--- src/rtl/serial_code_checker_pkg.sv ---
// Shared types and constants for the serial product-code checker.
// Mod-10 helper keeps the running checksum in 4 bits.
package code_check_pkg;

  typedef enum logic [1:0] {
    IDLE  = 2'd0,
    ACCUM = 2'd1,
    DONE  = 2'd2
  } state_t;

  localparam logic       MODE_LUHN = 1'b0;
  localparam logic       MODE_UPC  = 1'b1;
  localparam logic [3:0] MAX_DIGIT = 4'd9;

  function automatic logic [3:0] add_mod10(
    input logic [3:0] a,
    input logic [3:0] b
  );
    logic [4:0] s;
    s = {1'b0, a} + {1'b0, b};
    return (s > 5'd9) ? 4'(s - 5'd10) : s[3:0];
  endfunction

endpackage

--- src/rtl/serial_code_checker_digit_weight.sv ---
// Per-digit checksum term: Luhn doubling or UPC-A triple weight,
// reduced to a single decimal digit.
module digit_weight
  import code_check_pkg::*;
(
  input  logic [3:0] i_digit,
  input  logic       i_weighted,
  input  logic       i_mode,
  output logic [3:0] o_term
);

  logic [4:0] w_dbl;
  logic [5:0] w_tri;

  assign w_dbl = {i_digit, 1'b0};
  assign w_tri = {2'b00, i_digit}
               + {1'b0, i_digit, 1'b0};

  always_comb begin
    o_term = i_digit;
    unique case (1'b1)
      !i_weighted:
        o_term = i_digit;
      i_weighted && (i_mode == MODE_LUHN):
        o_term = (w_dbl > 5'd9) ?
                 4'(w_dbl - 5'd9) : w_dbl[3:0];
      i_weighted && (i_mode == MODE_UPC):
        o_term = (w_tri > 6'd19) ? 4'(w_tri - 6'd20) :
                 (w_tri > 6'd9)  ? 4'(w_tri - 6'd10) :
                 w_tri[3:0];
    endcase
  end

endmodule

--- config.mk ---
export PLATFORM = sky130hd
export DESIGN_NAME = digit_weight
export DESIGN_NICKNAME = d
export VERILOG_FILES = /design/src/rtl/serial_code_checker_pkg.sv /design/src/rtl/serial_code_checker_digit_weight.sv
export SDC_FILE = /design/constraint.sdc
export NUM_CORES = 1
export LEC_CHECK = 0
export CAP_MARGIN = 0
export CORE_AREA = 2 2 39 41
export DETAILED_ROUTE_END_ITERATION = 7
export DIE_AREA = 0 0 41 43
export PLACE_DENSITY = 0.68
export SLEW_MARGIN = 20
export SYNTH_ARGS = -nofsm -noshare
export SYNTH_HDL_FRONTEND = slang
export SYNTH_SLANG_ARGS = --single-unit
--- constraint.sdc ---
create_clock -name vclk -period 3.04
set_input_delay 0.304 -clock vclk [all_inputs]
set_output_delay 0.304 -clock vclk [all_outputs]
set_load 0.02 [all_outputs]
=== Word-level counts from Yosys, hierarchy flattened ===
Cells that the tools add are included.

* Add/subtract/negate cells: 4
* Order comparisons: 3
* Mux-type cells: 4
* Bitwise logic cells: 1
* Reductions and logical operators: 3

{| class="wikitable"
|+ Operator list
! operator !! number
|-
| $mux 4 || 3
|-
| $pmux 4 s3 || 1
|-
| $sub 4x4->4 const B || 2
|-
| $add 4x5->6 || 1
|-
| $gt 6x4->1 const B || 1
|-
| $gt 6x5->1 const B || 1
|-
| $gt 5x4->1 const B || 1
|-
| $sub 4x3->4 const B || 1
|-
| $logic_and 1x1->1 || 2
|-
| $logic_not 1->1 || 1
|-
| $not 1->1 || 1
|}

* Register bits after elaboration: 0
* Input bits: 6
* Output and inout port bits: 4

=== Logic depth before layout (Yosys ltp) ===
* Depth in word-level cells: 5
* Mapped depth: 10
* Gate-level depth less buffers: 10

=== Worst setup path before layout ===
No wires, ideal clock.

* Kind: input-to-output
* Start: input port i_digit[0]
* End: output port o_term[2]
* Arrival: 2.627 ns
* Required time: 2.736 ns
* Slack: 0.109 ns
* Cell stages on the path: 10
* Cells stage by stage: ha_1 -> fa_1 -> xor2_2 -> inv_2 -> ha_1 -> a31oi_4 -> o221ai_2 -> a21oi_2 -> nor2_1 -> o31ai_1

* Cells in the longest elaborated chain, start to end: 5

{| class="wikitable"
|+ Ends and longest elaborated chain
! what !! RTL line !! source
|-
| from (decl) || serial_code_checker_digit_weight.sv:6 || <nowiki>input logic [3:0] i_digit,</nowiki>
|-
| $add 4x5->6 || serial_code_checker_digit_weight.sv:17 || <nowiki>+ {1'b0, i_digit, 1'b0};</nowiki>
|-
| $gt 6x4->1 or $sub 4x4->4 (tied branches) || serial_code_checker_digit_weight.sv:29 || <nowiki>(w_tri > 6'd9) ? 4'(w_tri - 6'd10) :</nowiki>
|-
| $mux 4 || serial_code_checker_digit_weight.sv:29 ||
|-
| $mux 4 || serial_code_checker_digit_weight.sv:28 || <nowiki>o_term = (w_tri > 6'd19) ? 4'(w_tri - 6'd20) :</nowiki>
|-
| $pmux 4 s3 * || serial_code_checker_digit_weight.sv:21 || <nowiki>unique case (1'b1)</nowiki>
|-
| to (decl) || serial_code_checker_digit_weight.sv:9 || <nowiki>output logic [3:0] o_term</nowiki>
|}

Mark *: on every way between the ends. The rest lies on a longest branch, timed or not.

=== Worst setup path in the final report ===
* Start: input port i_digit[3]
* End: output port o_term[3]

The elaborated chain is that of the path after synthesis.

==> run metrics <==
status finished, final reports clean; vias in the first global route around 700; Ys Warns 0; final setup fails 0; Die Ht 43 um; Power Density between 200 and 250 nW/um^2; number of routed nets with antenna violations 0; GRT Total Usage 0.229; crit-path cells clkdlybuf4s50_1, ha_4, xor2_2, inv_2, ha_4, a31o_2, a32o_1, nor4_2, o21ai_1, buf_4; proportion of layout cells with a drive suffix above 1 0.376; placed cells 123; critical path startpoint category input pin; Slew Viols, Final 0; Max Freq around 350 MHz; main combinational cell family by area after synthesis compound AO/OA/AOI/OAI gates; max incr delay on CP 470 ps; Seq cells 0; Synth Area in Simple Gates 0.189; highest metal used met4; starting density of the core 0.420; largest net degree at the start of global routing 8; WL/cell roughly 14 um; cell family with most CP delay buffers and inverters; top-area cell type share of the netlist area 0.258; Worst Path Buf+Inv 3; WL met3 roughly 36 um; P_leak roughly 0.45 nW; FF/Latch Area 0 sq um; Final period util 0.942; Area growth, synth to finish 57.0%; DRT iter0 DRCs 15; initial antenna violation count 0; Syn Std Cell Area 582 sq um; core area around 1400 sq um; clock buf count 0; Placer Congestion 0.780; Non-Filler Instances 125; post-synthesis compound-gate area fraction 0.381; Met1 Wirelength 754 um; Top-Level Pins 10; worst hold-check path type in -> out; adder-cell area share of the yosys netlist 0.292; Mapped Cells 76; TritonRoute pass-1 iters 4; synth unique cells 39; Tmin final roughly 2900 ps; maximum VDD drop 0.110 mV; Critical Path Sink Type primary output; synth top area cells ha_1 26%, inv_1 5.8%, a21oi_1 4.3%; WP data required 2740 ps; Vias/cell around 5.6; Rel. slew slack 0.771; global-route wire length before repair 2.86 mm; Total Nets Final 130; most frequent cells in the layout 24 x buf_4, 9 x inv_1, 9 x ha_1, 5 x nand2_1; crit path max fanout 4; total gr overflow 0; die width 41 um; Synth Area in XOR/XNOR 0.0581; final hold vios 0; die area 1760 sq um; post-synthesis average cell area 7.66 sq um; Placement Setup Slack -592 ps; top cell type by total area after synthesis ha_1; # diodes 0; MaxCap Viol Count 0; Worst Path Arrival 2560 ps; commonest non-fill, non-tap cell in the layout buf_4; RSZ-0062 raised after global routing no; critical path class in -> out; hold_ws 1280 ps; Mapped Nets 95; worst slew pin tran 342 ps; # DRC 0; dpl hpwl approximately 1.3 mm; share of the yosys chip area belonging to registers 0; via count around 700; IO buf count 10; CP dominant cell by count ha_4; row count 14; Critical-path top delay cell clkdlybuf4s50_1; post-synthesis mux area share 0; Final WS setup 175 ps; metal2 WL just over 900 um; Total Routed Length 1.74 mm
[worst paths after layout]
path / slack (ps) / cells after the start / from / endpoint
min: 1280 / 6 / i_digit[0] / o_term[1]
max: 170 / 10 / i_digit[3] / o_term[3]
[kinds of logic (layout without fill, tap and decap cells)]
logic type                 count (synthesis)  after routing
and+or+nand+nor                           20             20
xor gates and xnor gates                   3              3
AOI/OAI and AO/OA                         28             28
buffers and inverters                     12             45
adders and majority gates                 13             13
[report_power, final]
group	switching (W)	internal, W
sequential	0	0
clock	0	0
combinational	0.000107	0.000108
total	0.000107	0.000108
[stage by stage]
step	utilization	total power, W	area [sq um]	setup TNS (ps)
finish	0.660	0.000215	913	0
global route	0.660	0.000236	913	0
CTS	0.634	0.000202	877	0
detailed placement	0.621	0.000197	860	-1690
global placement	0.621	0.000194	860	-1530
floorplan	-	0.000117	582	0
[repair_timing]
action                     4_1_cts  5_1_grt
gates resized for setup         21        6
setup endpoints to repair        3        3
setup buffers                    0        2
pin swaps                        3        5
hold buffers                     0        0
[per-layer routing]
layer,GRT usage,vias up
met2,0.413,14
met3,0,2
met4,0.0533,0
met1,0.282,327
li1,-,354
met5,0,-
[synth_stat cells, drive strengths merged]
cell / n
a211oi: 1
a21o: 3
a21oi: 6
a22oi: 1
a2bb2oi: 1
a311o: 1
a31o: 1
a31oi: 2
a32o: 1
a32oi: 1
and3: 1
and4: 2
clkinv: 1
fa: 1
ha: 12
inv: 11
nand2: 5
nand2b: 1
nand3: 1
nand3b: 1
nand4: 1
nor2: 3
nor2b: 2
nor3: 1
nor3b: 1
nor4: 1
o2111ai: 1
o211ai: 1
o21ai: 3
o221ai: 2
o22ai: 1
o31ai: 2
xnor2: 2
xor2: 1
[final cells by class]
cell class                 count  area, sq um
multi-input combinational     64          578
timing repair buffer          33          268
inverter                      12         47.5
tap                           16         20.0
fill                         116          470
No activity file was read; power rests on OpenSTA's default activity.
